## config.mk

```make
export PLATFORM = sky130hd
export DESIGN_NAME = dest_tag_tracker
export DESIGN_NICKNAME = d
export VERILOG_FILES = /design/src/rtl/dest_tag_tracker.sv
export SDC_FILE = /design/constraint.sdc
export NUM_CORES = 1
export LEC_CHECK = 0
export CORE_MARGIN = 1.5
export CORE_UTILIZATION = 60
export DETAILED_ROUTE_END_ITERATION = 7
export DONT_BUFFER_PORTS = 1
export HOLD_SLACK_MARGIN = 0.12
export PLACE_DENSITY_LB_ADDON = 0.15
export SETUP_SLACK_MARGIN = 0.2
export SLEW_MARGIN = 20
export SYNTH_ARGS = -nofsm -noshare
export SYNTH_HDL_FRONTEND = slang
export SYNTH_SLANG_ARGS = --single-unit
```

## constraint.sdc

```tcl
create_clock -name clk -period 2.8 [get_ports clk]
set_clock_uncertainty 0.1 [all_clocks]
set_input_delay 0.56 -clock clk [delete_from_list [all_inputs] [get_ports clk]]
set_output_delay 0.56 -clock clk [all_outputs]
set_load 0.05 [all_outputs]
```

## src/rtl/dest_tag_tracker.sv

```systemverilog
// dest_tag_tracker
//
// Return-route tracker for NoC slave translators. Each accepted request
// stores its return {tag, dst, vc} in one of NUM_CHANNELS in-order queues.
// The reply path pops the head of the channel it is serving.
//
// Ports:
//   clk, rst                  clock, asynchronous active-high reset
//   i_dst_in/i_vc_in/i_tag_in entry to push
//   i_chan_in, i_valid_in     push channel select and push request
//   i_ready_out               selected push channel is not full
//   o_chan_in, o_valid_in     head channel select and pop request
//   o_dst_out/o_vc_out/o_tag_out  head entry of o_chan_in (0 when empty)
//   o_valid_out               head channel holds an entry
//   o_count_out               per-channel occupancy, channel c at [c*CNT_W +: CNT_W]
//   o_afull_out               per-channel occupancy >= ALMOST_FULL
//   err_overflow_out          sticky: push attempted to a full channel
//   err_underflow_out         sticky: pop attempted from an empty channel
//
// Build option:
//   DEST_TAG_TRACKER_BYPASS_EN  a push into an empty head channel is shown on
//                               the head outputs in the same cycle and can be
//                               consumed by a same-cycle pop without being stored.

module dest_tag_tracker #(
    parameter int ADDRESS_WIDTH    = 4,
    parameter int VC_ADDRESS_WIDTH = 1,
    parameter int TAG_WIDTH        = 8,
    parameter int NUM_CHANNELS     = 2,
    parameter int DEPTH            = 12,
    parameter int ALMOST_FULL      = DEPTH - 2,
    localparam int CHAN_W          = (NUM_CHANNELS > 1) ? $clog2(NUM_CHANNELS) : 1,
    localparam int CNT_W           = $clog2(DEPTH + 1)
) (
    input  logic                           clk,
    input  logic                           rst,
    input  logic [ADDRESS_WIDTH-1:0]       i_dst_in,
    input  logic [VC_ADDRESS_WIDTH-1:0]    i_vc_in,
    input  logic [TAG_WIDTH-1:0]           i_tag_in,
    input  logic [CHAN_W-1:0]              i_chan_in,
    input  logic                           i_valid_in,
    output logic                           i_ready_out,
    input  logic [CHAN_W-1:0]              o_chan_in,
    output logic [ADDRESS_WIDTH-1:0]       o_dst_out,
    output logic [VC_ADDRESS_WIDTH-1:0]    o_vc_out,
    output logic [TAG_WIDTH-1:0]           o_tag_out,
    output logic                           o_valid_out,
    input  logic                           o_valid_in,
    output logic [NUM_CHANNELS*CNT_W-1:0]  o_count_out,
    output logic [NUM_CHANNELS-1:0]        o_afull_out,
    output logic                           err_overflow_out,
    output logic                           err_underflow_out
);

    localparam int PTR_W   = $clog2(DEPTH);
    localparam int ENTRY_W = TAG_WIDTH + ADDRESS_WIDTH + VC_ADDRESS_WIDTH;
    localparam logic [PTR_W-1:0] LAST_PTR = PTR_W'(DEPTH - 1);
    localparam logic [CNT_W-1:0] FULL_CNT = CNT_W'(DEPTH);
    localparam logic [CNT_W-1:0] AF_CNT   = CNT_W'(ALMOST_FULL);

    // Entry storage is never reset; only pointers, counts and flags are.
    logic [ENTRY_W-1:0] r_mem [NUM_CHANNELS][DEPTH];
    logic [PTR_W-1:0]   r_wr_ptr [NUM_CHANNELS];
    logic [PTR_W-1:0]   r_rd_ptr [NUM_CHANNELS];
    logic [CNT_W-1:0]   r_cnt [NUM_CHANNELS];
    logic               r_err_ovf;
    logic               r_err_unf;

    logic [NUM_CHANNELS-1:0] w_push_sel;
    logic [NUM_CHANNELS-1:0] w_pop_sel;
    logic [NUM_CHANNELS-1:0] w_full;
    logic [NUM_CHANNELS-1:0] w_empty;
    logic [NUM_CHANNELS-1:0] w_push;
    logic [NUM_CHANNELS-1:0] w_pop;
    logic [ENTRY_W-1:0]      w_in_entry;
    logic [ENTRY_W-1:0]      w_head_entry;
    logic [ENTRY_W-1:0]      w_out_entry;
    logic                    w_head_valid;
    logic                    w_bypass;
    logic                    w_bypass_pop;
    logic                    w_out_valid;

    assign w_in_entry = {i_tag_in, i_dst_in, i_vc_in};

    // One-hot channel decode; a select value beyond NUM_CHANNELS-1 matches
    // nothing, so it reads as full (no push) and empty (no head).
    always_comb begin
        w_push_sel = '0;
        w_pop_sel  = '0;
        w_full     = '0;
        w_empty    = '0;
        for (int c = 0; c < NUM_CHANNELS; c++) begin
            w_push_sel[c] = (i_chan_in == CHAN_W'(c));
            w_pop_sel[c]  = (o_chan_in == CHAN_W'(c));
            w_full[c]     = (r_cnt[c] == FULL_CNT);
            w_empty[c]    = (r_cnt[c] == '0);
        end
    end

    assign i_ready_out = |(w_push_sel & ~w_full);

    // Head read; stays zero unless the selected channel holds an entry.
    always_comb begin
        w_head_entry = '0;
        w_head_valid = 1'b0;
        for (int c = 0; c < NUM_CHANNELS; c++) begin
            if (w_pop_sel[c] && !w_empty[c]) begin
                w_head_entry = r_mem[c][r_rd_ptr[c]];
                w_head_valid = 1'b1;
            end
        end
    end

`ifdef DEST_TAG_TRACKER_BYPASS_EN
    // An accepted push into the empty head channel is forwarded straight to
    // the head outputs; a same-cycle pop consumes it so nothing is stored.
    assign w_bypass     = !w_head_valid && i_valid_in && i_ready_out &&
                          (i_chan_in == o_chan_in);
    assign w_bypass_pop = w_bypass && o_valid_in;
`else
    assign w_bypass     = 1'b0;
    assign w_bypass_pop = 1'b0;
`endif

    assign w_out_valid = w_head_valid | w_bypass;
    assign w_out_entry = w_bypass ? w_in_entry : w_head_entry;

    assign {o_tag_out, o_dst_out, o_vc_out} = w_out_entry;
    assign o_valid_out       = w_out_valid;
    assign err_overflow_out  = r_err_ovf;
    assign err_underflow_out = r_err_unf;

    always_comb begin
        w_push = '0;
        w_pop  = '0;
        for (int c = 0; c < NUM_CHANNELS; c++) begin
            w_push[c] = i_valid_in && w_push_sel[c] && !w_full[c] && !w_bypass_pop;
            w_pop[c]  = o_valid_in && w_pop_sel[c] && !w_empty[c];
        end
    end

    always_comb begin
        o_count_out = '0;
        o_afull_out = '0;
        for (int c = 0; c < NUM_CHANNELS; c++) begin
            o_count_out[c*CNT_W +: CNT_W] = r_cnt[c];
            o_afull_out[c]                = (r_cnt[c] >= AF_CNT);
        end
    end

    // Pointer/count/flag state. Pointers wrap by explicit compare so any
    // DEPTH works, not only powers of two.
    always_ff @(posedge clk or posedge rst) begin
        if (rst) begin
            for (int c = 0; c < NUM_CHANNELS; c++) begin
                r_wr_ptr[c] <= '0;
                r_rd_ptr[c] <= '0;
                r_cnt[c]    <= '0;
            end
            r_err_ovf <= 1'b0;
            r_err_unf <= 1'b0;
        end else begin
            for (int c = 0; c < NUM_CHANNELS; c++) begin
                if (w_push[c]) begin
                    r_wr_ptr[c] <= (r_wr_ptr[c] == LAST_PTR) ? '0 : r_wr_ptr[c] + 1'b1;
                end
                if (w_pop[c]) begin
                    r_rd_ptr[c] <= (r_rd_ptr[c] == LAST_PTR) ? '0 : r_rd_ptr[c] + 1'b1;
                end
                case ({w_push[c], w_pop[c]})
                    2'b10:   r_cnt[c] <= r_cnt[c] + 1'b1;
                    2'b01:   r_cnt[c] <= r_cnt[c] - 1'b1;
                    default: r_cnt[c] <= r_cnt[c];
                endcase
            end
            if (i_valid_in && !i_ready_out) begin
                r_err_ovf <= 1'b1;
            end
            if (o_valid_in && !w_out_valid) begin
                r_err_unf <= 1'b1;
            end
        end
    end

    always_ff @(posedge clk) begin
        for (int c = 0; c < NUM_CHANNELS; c++) begin
            if (w_push[c]) begin
                r_mem[c][r_wr_ptr[c]] <= w_in_entry;
            end
        end
    end

endmodule

```

Word-level counts from Yosys, hierarchy flattened
Memories as Yosys holds them, arrays and structs flattened.
Index checks and enable logic that the tools add are counted.
{ "classes": {"n_addsub": 8, "n_mul": 0, "n_div": 0, "n_lt_le_gt_ge": 8, "n_eq_ne": 10, "n_shift": 0, "mux": 27, "bitwise_logic": 8, "reduce_logical": 26} }
{ "ops": {"columns": ["cell", "n"], "rows": [
  ["156-bit two-way mux", 4],
  ["156-bit OR reduction", 1],
  ["13-bit binary-select mux with 4-bit select", 2],
  ["13-bit demux with 4-bit select", 2],
  ["13-bit two-way mux", 8],
  ["4-bit by 1-bit adder with 4-bit output, second input constant", 6],
  ["4-bit == test, second input constant", 6],
  ["5-bit greater-or-equal comparator, second input constant", 4],
  ["4-bit inverter with 5-bit output", 4],
  ["4-bit two-way mux", 4],
  ["4-bit case mux with 2 select lines", 2],
  ["1-bit logical AND", 14],
  ["5-bit by 1-bit less-than comparator with 1-bit output, second input constant", 2],
  ["4-bit greater-or-equal comparator, second input constant", 2],
  ["4-bit logical NOT", 2],
  ["4-bit by 1-bit subtractor with 4-bit output, second input constant", 2],
  ["1-bit logical NOT", 6],
  ["1-bit two-way mux", 5],
  ["2-bit by 1-bit == test with 1-bit output, second input constant", 2],
  ["2-bit == test, second input constant", 2],
  ["2-bit nonzero test", 2],
  ["2-bit AND", 1],
  ["1-bit inverter", 2],
  ["2-bit inverter", 1],
  ["2-bit OR reduction", 1]
]} }
{ "totals": {"regBits": 26, "latch_bits": 0, "mem_bits_rw": 312, "rom_bits": 0, "in_bits": 19, "out_inout_bits": 27, "wordCells": 96, "n_memories": 1} }
{ "memory_table": {"columns": ["name", "words", "width", "rd", "rd_ports_with_merged_regs", "wr", "line", "source"], "rows": [
  ["r_mem", 2, 156, 2, 0, 1, "62", "logic [ENTRY_W-1:0] r_mem [NUM_CHANNELS][DEPTH];"]
]} }

Depth between registers and ports, before layout
Gate-level depths: netlist of run 1.
{ "logic_depth": {"ltp_word": 8, "ltp_mapped": 11, "mapped_depth_nobuf": 10} }

Least setup slack after synthesis of run 1
OpenSTA, ideal clock, no wires.
{ "synth_path": {"path_kind": "register to output", "startpoint": "register r_cnt (netlist bit o_count_out[1])", "endpoint": "output port o_dst_out[0]", "t_arrival_ps": 2432, "required_time_ps": 2140, "setup_slack_ps": -292, "stages_incl_launch_ff": 6, "n_path_buf": 2, "cell_sequence": "dfrtp_1 buf_2 nor4_2 or4_4 buf_2 o2111ai_1"} }
{ "synth_via": {"elab_chain_cells": 5} }
{ "synth_rtl": {"columns": ["element", "line", "source"], "rows": [
  ["start, declared", "65", "logic [CNT_W-1:0] r_cnt [NUM_CHANNELS];"],
  ["start signal, assigned by index", "171", "2'b10: r_cnt[c] <= r_cnt[c] + 1'b1;"],
  ["start signal, assigned by index", "172", "2'b01: r_cnt[c] <= r_cnt[c] - 1'b1;"],
  ["start signal, assigned by index", "173", "default: r_cnt[c] <= r_cnt[c];"],
  ["4-bit logical NOT", "96", "w_empty[c] = (r_cnt[c] == '0);"],
  ["1-bit logical NOT", "107", "if (w_pop_sel[c] && !w_empty[c]) begin"],
  ["1-bit logical AND", "107", null],
  ["13-bit two-way mux (2 in a row)", "107", null],
  ["end, declared", "44", "output logic [ADDRESS_WIDTH-1:0] o_dst_out,"]
]} }
Every way passes these cells.

Worst setup path after layout of run 1
{ "layout_path": {"startpoint": "register r_rd_ptr[7] (netlist name)", "endpoint": "output port o_tag_out[5]"} }
{ "layout_via": {"elab_chain_cells": 6} }
{ "layout_rtl": {"columns": ["element", "line", "source"], "rows": [
  ["start, declared", "64", "logic [PTR_W-1:0] r_rd_ptr [NUM_CHANNELS];"],
  ["start signal, assigned by index", "168", "r_rd_ptr[c] <= (r_rd_ptr[c] == LAST_PTR) ? '0 : r_rd_ptr[c] + 1'b1;"],
  ["4-bit inverter with 5-bit output (not written as such)", "108", "w_head_entry = r_mem[c][r_rd_ptr[c]];"],
  ["13-bit binary-select mux with 4-bit select", "108", null],
  ["13-bit two-way mux (not written as such) (2 in a row)", "108", null],
  ["13-bit two-way mux (2 in a row)", "107", null],
  ["end, declared", "46", "output logic [TAG_WIDTH-1:0] o_tag_out,"]
]} }
Every way passes these cells. The select of a mux whose other input is x is not followed.

==> results.sh, run 1 <==
export IMPL_rrSetupSlack_ns=0.15
export IMPL_worstSetupEndpointType="primary output"
export IMPL_hpwl_um=19200
export IMPL_vias_per_cell=6.46
export IMPL_grt_usage=0.271
export IMPL_hold_viol=0
export IMPL_drt_total_wl_um=31800
export IMPL_power_frac_seq=0.368
export IMPL_synth_area_leaders="edfxtp_1 (68%), mux2i_1 (7.7%), dfrtp_1 (4.7%)"
export IMPL_first_iter_violations=790
export IMPL_min_from="i_valid_in"
export IMPL_clk_latency_ns=0.52
export IMPL_cts_buffers=34
export IMPL_required_ns=2.14
export IMPL_grt_overflow=0
export IMPL_intPower_mw=11.1
export IMPL_min_path_type="in2reg"
export IMPL_clkTransAtPathRegs_ns=0.05
export IMPL_first_pass_iters=5
export IMPL_maxSlewViolCount=0
export IMPL_finalNonFillerCells=1198
export IMPL_start_util=0.609
export IMPL_crit_start="r_rd_ptr[7]"
export IMPL_cts_tree="built"
export IMPL_worst_setup_path_type="reg2out"
export IMPL_cts_sinks=338
export IMPL_dp_cells=1099
export IMPL_crit_path_start_kind="flop"
export IMPL_fmax_mhz=342
export IMPL_synthesis_instances=791
export IMPL_yosysTopAreaCell="edfxtp_1"
export IMPL_final_area_sq_um=16400
export IMPL_dieArea_sq_um=23800
export IMPL_fin_ws_ns=-0.123
export IMPL_maxSlewHeadroom=0.321
export IMPL_r2r_start="o_count_out[3]"
export IMPL_row_count=55
export IMPL_crit_fanout=10
export IMPL_syn_area_per_cell_sq_um=17.4
export IMPL_postPlaceCellArea_sq_um=14700
export IMPL_syn_num_nets=826
export IMPL_insertedDiodeCount=0
export IMPL_layout_commonest_cell="edfxtp_1"
export IMPL_ys_flop_type="edfxtp_1"
export IMPL_antenna_found_initial=0
export IMPL_dp_slack_ns=-0.0103
export IMPL_final_nets=924
export IMPL_period_share=1.04
export IMPL_vdd_ir_drop_max_mv=0.965
export IMPL_core_sq_um=22600
export IMPL_area_growth_pct=19.5
export IMPL_ys_ff_latch=338
export IMPL_drcViolationCount=0
export IMPL_rsz0062_at_grt="yes"
export IMPL_ys_warn_count=0
export IMPL_portBuffers=0
export IMPL_p_leak_nw=5.76
export IMPL_synth_top_area_frac=0.681
export IMPL_cts_buffer_depth=3
export IMPL_pin_count=46
export IMPL_min_period_ns=2.92
export IMPL_synth_edf_count=312
export IMPL_grt_pass1_vias=7834
export IMPL_die_height_um=154
export IMPL_htreeDepth=2
export IMPL_die_w_um=154
export IMPL_combPwrFrac=0.377
export IMPL_p_per_area_nw_per_um2=1050
export IMPL_worst_hold_slack_ns=0.219
export IMPL_grt_pass1_wl_um=47000
export IMPL_gp_congestion=0.852
export IMPL_grt_max_degree=27
export IMPL_tightest_slew_ns=1.02
export IMPL_vias=7744
export IMPL_p_clk_frac=0.255
export IMPL_layout_common_cells="edfxtp_1 (312), mux2i_1 (106), buf_4 (67), clkbuf_16 (37), a22oi_1 (32)"
export IMPL_root_buffer="clkbuf_16"
export IMPL_wire_per_inst_um=26.6
export IMPL_async_reset_ff_frac=0.0769
export IMPL_setup_violations=13
export IMPL_switching_share=0.354
export IMPL_ys_seq_area_frac=0.728
export IMPL_drive_above_1_share=0.257
export IMPL_ant_nets=0
export IMPL_setup_tns_ns=-1.16
export IMPL_syn_area_sq_um=13800
export IMPL_status="complete, but fails checks"
export IMPL_failed_checks="negative setup slack"
export IMPL_drv_cap=0
export IMPL_power_switching_mw=6.10
export IMPL_arrival_ns=2.26
export IMPL_yosysUniqueCellTypes=43
cell usage after synthesis, types with 3 or more instances:
master / count
dfrtp_1: 26
edfxtp_1: 312
mux4_2: 26
nor3_1: 6
o2111ai_1: 13
nor2b_1: 6
buf_2: 18
nand2_1: 30
nor2_1: 22
mux2i_1: 106
xor2_1: 8
nor3b_1: 3
and2_1: 7
ha_1: 16
clkbuf_1: 12
mux2_2: 9
a21oi_1: 5
a22oi_1: 52
and3_1: 9
o21ai_0: 16
buf_4: 9
inv_1: 25
nand3_1: 26
nand3b_1: 3
critical path, cell delays in order (launching register included):
cell	delay, ns
dfrtp_2	0.47
or4_4	0.65
buf_12	0.18
o2111ai_4	0.45
logic make-up after synthesis:
group / synth area share
adder cells (fa/ha/maj): 0.0146
XOR/XNOR: 0.00637
AND/OR/NAND/NOR: 0.0472
multiplexers: 0.127
buffers and inverters: 0.0216
AO/OA/AOI/OAI: 0.0548
flip-flops: 0.728
what timing repair did:
item                                    in CTS  in global routing
setup buffers                               17                  5
hold endpoints to repair                   334                  0
gates resized for setup                     33                 27
gates cloned                                 1                  2
pin swaps                                   17                 18
hold buffers                                14                  0
endpoints found under the setup margin      14                 16
registers in the layout, indices dropped and copies added (netlist names):
register / cells
err_overflow_out: 1
err_underflow_out: 1
o_count_out: 8
r_mem: 312
r_rd_ptr: 8
r_wr_ptr: 8
layout make-up:
cell class	count	area [sq um]
Inverter	25	93.8
Timing Repair Buffer	100	997
Clock buffer	42	902
Multi-Input combinational cell	390	3890
Sequential cell	338	10000
Fill cell	1336	6130
Clock inverter	18	166
Tap cell	285	357
stage by stage:
stage / util / total power, mW
CTS: 0.719 / 16.9
detailed placement: 0.650 / 12.1
global route: 0.728 / 17.9
global placement: 0.650 / 11.9
finish: 0.728 / 17.2
floorplan: - / 10.4
layer usage:
layer	GRT usage	wire (um)	up-vias
met5	0	0	-
met4	0.0975	910	0
met3	0.0653	2890	63
met2	0.447	15600	356
met1	0.357	12400	4007
li1	-	-	3318
path summary, 6_finish.rpt:
path,to,cells after the start
max reg2reg,o_count_out[2],11
max in group asynchronous,r_rd_ptr[5],2
min reg2reg,r_wr_ptr[6],1
min in group asynchronous,r_rd_ptr[1],2
min,err_overflow_out,2
max,o_tag_out[5],3
power groups by stage:
stage                     sequential (mW)  clock [mW]  combinational (mW)
after floorplan                      6.45           0                3.98
after global placement               6.41           0                5.51
after detailed placement             6.45           0                5.60
after CTS                            6.30        4.43                6.19
after global routing                 6.38        4.63                6.85
final                                6.34        4.40                6.50
Note: power is estimated with default switching activity, not from simulation.
==> run 2, diff against run 1 <==
Settings changed: HOLD_SLACK_MARGIN 0.12 to 0.03.
==> run 2 against run 1 <==
Net effect: critical path type unchanged; largest cell class unchanged; global-route usage increased by 1.7 points; the flow still finishes with violations (negative setup slack); worst hold slack got worse by 0.17 ns; flip-flop and latch count unchanged; sequential share of layout area decreased by 0.58 points.
==> results.sh, run 2 (same netlist as run 1, synthesis figures left out) <==
export IMPL_clkTransAtPathRegs_ns=0.06
export IMPL_area_growth_pct=20.7
export IMPL_grt_usage=0.289
export IMPL_cts_buffer_depth=3
export IMPL_drcViolationCount=0
export IMPL_drive_above_1_share=0.252
export IMPL_cts_sinks=338
export IMPL_cp_top_family="simple AND/OR/NAND/NOR gates"
export IMPL_status="complete, but fails checks"
export IMPL_gp_congestion=0.852
export IMPL_wire_per_inst_um=28.0
export IMPL_root_buffer="clkbuf_16"
export IMPL_grt_pass1_vias=7919
export IMPL_crit_path_start_kind="flop"
export IMPL_worst_hold_slack_ns=0.0502
export IMPL_cts_tree="built"
export IMPL_drv_cap=0
export IMPL_grt_max_degree=27
export IMPL_layout_commonest_cell="edfxtp_1"
export IMPL_rsz0062_at_grt="yes"
export IMPL_die_w_um=154
export IMPL_period_share=1.05
export IMPL_postPlaceCellArea_sq_um=14700
export IMPL_cpPeakStageDelay_ns=0.65
export IMPL_dp_cells=1099
export IMPL_vdd_ir_drop_max_mv=0.967
export IMPL_ant_nets=0
export IMPL_setup_violations=13
export IMPL_finalNonFillerCells=1215
export IMPL_grt_overflow=0
export IMPL_fmax_mhz=341
export IMPL_worstSetupEndpointType="primary output"
export IMPL_min_path_type="in2async"
export IMPL_grt_pass1_wl_um=49000
export IMPL_drt_total_wl_um=34000
export IMPL_total_power_mw=17.3
export IMPL_multiInputGateArea_sq_um=3890
export IMPL_portBuffers=0
export IMPL_die_height_um=154
export IMPL_first_iter_violations=812
export IMPL_vias_per_cell=6.48
export IMPL_layout_common_cells="edfxtp_1 (312), mux2i_1 (106), buf_4 (67), clkbuf_16 (37), a22oi_1 (32)"
export IMPL_crit_buf_inv=1
export IMPL_antenna_found_initial=2
export IMPL_worst_setup_path_type="reg2out"
export IMPL_tightest_slew_ns=0.963
export IMPL_required_ns=2.14
export IMPL_maxSlewViolCount=0
export IMPL_fillers=1315
export IMPL_min_period_ns=2.93
export IMPL_largest_reg_flops=312
export IMPL_path_cells="or4_4 > buf_12 > o2111ai_4"
export IMPL_dieArea_sq_um=23800
export IMPL_p_per_area_nw_per_um2=1040
export IMPL_fin_ws_ns=-0.128
export IMPL_core_sq_um=22600
export IMPL_failed_checks="negative setup slack"
export IMPL_regArea_sq_um=10000
export IMPL_clk_latency_ns=0.52
export IMPL_final_area_sq_um=16600
export IMPL_row_count=55
export IMPL_pin_count=46
export IMPL_arrival_ns=2.27
export IMPL_vias=7868
export IMPL_hold_viol=0
export IMPL_hpwl_um=19200
export IMPL_start_util=0.609
export IMPL_cpMaxStageDelayCell="or4_4"
export IMPL_htreeDepth=2
export IMPL_crit_fanout=10
export IMPL_first_pass_iters=5
export IMPL_cts_buffers=34
export IMPL_final_nets=940
export IMPL_maxSlewHeadroom=0.358
export IMPL_p_leak_nw=5.82
## run 2: changes by cell type in the layout (fill, tap and decap cells not counted), sizes merged
| cell | before | now |
|---|---|---|
| diode | 0 | 1 |
| dlygate4sd3 | 14 | 30 |
## run 2: cell type report
| type | instances | area share |
|---|---|---|
| clock inverter | 18 | 0.0100 |
| antenna | 1 | 0.000151 |
| multi-input combinational | 390 | 0.234 |
| inverter | 25 | 0.00565 |
| timing repair buffer | 116 | 0.0695 |
| clock buffer | 42 | 0.0543 |
| tap | 285 | 0.0215 |
| sequential | 338 | 0.605 |
## run 2: power breakdown
group	total [mW]	switching (mW)	internal [mW]	leakage, nW
combinational	6.52	3.88	2.63	2.21
clock	4.41	1.84	2.57	0.513
sequential	6.34	0.401	5.94	3.10
total	17.3	6.13	11.1	5.82
## run 2: routing by layer
| metal | vias to the layer above | global-route usage | routed length [um] |
|---|---|---|---|
| met5 | - | 0 | 13 |
| met4 | 2 | 0.127 | 1430 |
| met3 | 86 | 0.0743 | 3210 |
| met2 | 414 | 0.470 | 16600 |
| met1 | 4009 | 0.371 | 12800 |
| li1 | 3357 | - | - |
## run 2: worst paths after layout
check / to / slack [ns] / depth (start not counted) / startpoint
max: o_tag_out[5] / -0.13 / 3 / r_rd_ptr[7]
min: r_rd_ptr[1] / 0.05 / 1 / rst
max reg2reg: o_count_out[2] / 0.15 / 11 / o_count_out[3]
min reg2reg: r_wr_ptr[6] / 0.50 / 1 / r_wr_ptr[6]
max in group asynchronous: r_rd_ptr[0] / 1.84 / 1 / rst
min in group clk: r_mem[0][183] / 0.05 / 0 / i_dst_in[0]
## run 2: what timing repair did
action                                  in CTS  in global routing
hold buffers                                22                  8
endpoints found under the hold margin      151                 40
setup buffers                               17                  5
gates cloned                                 1                  2
endpoints found under the setup margin      14                 16
resized for setup                           33                 25
pin swaps                                   17                 18
## run 2: per-stage QoR
stage / util / worst slack, ns / setup TNS (ns)
CTS: 0.722 / -0.196 / -1.95
finish: 0.735 / -0.128 / -1.21
global placement: 0.650 / 0.0388 / 0
detailed placement: 0.650 / -0.0103 / -0.0158
floorplan: - / 0.0718 / 0
global route: 0.735 / -0.157 / -1.75
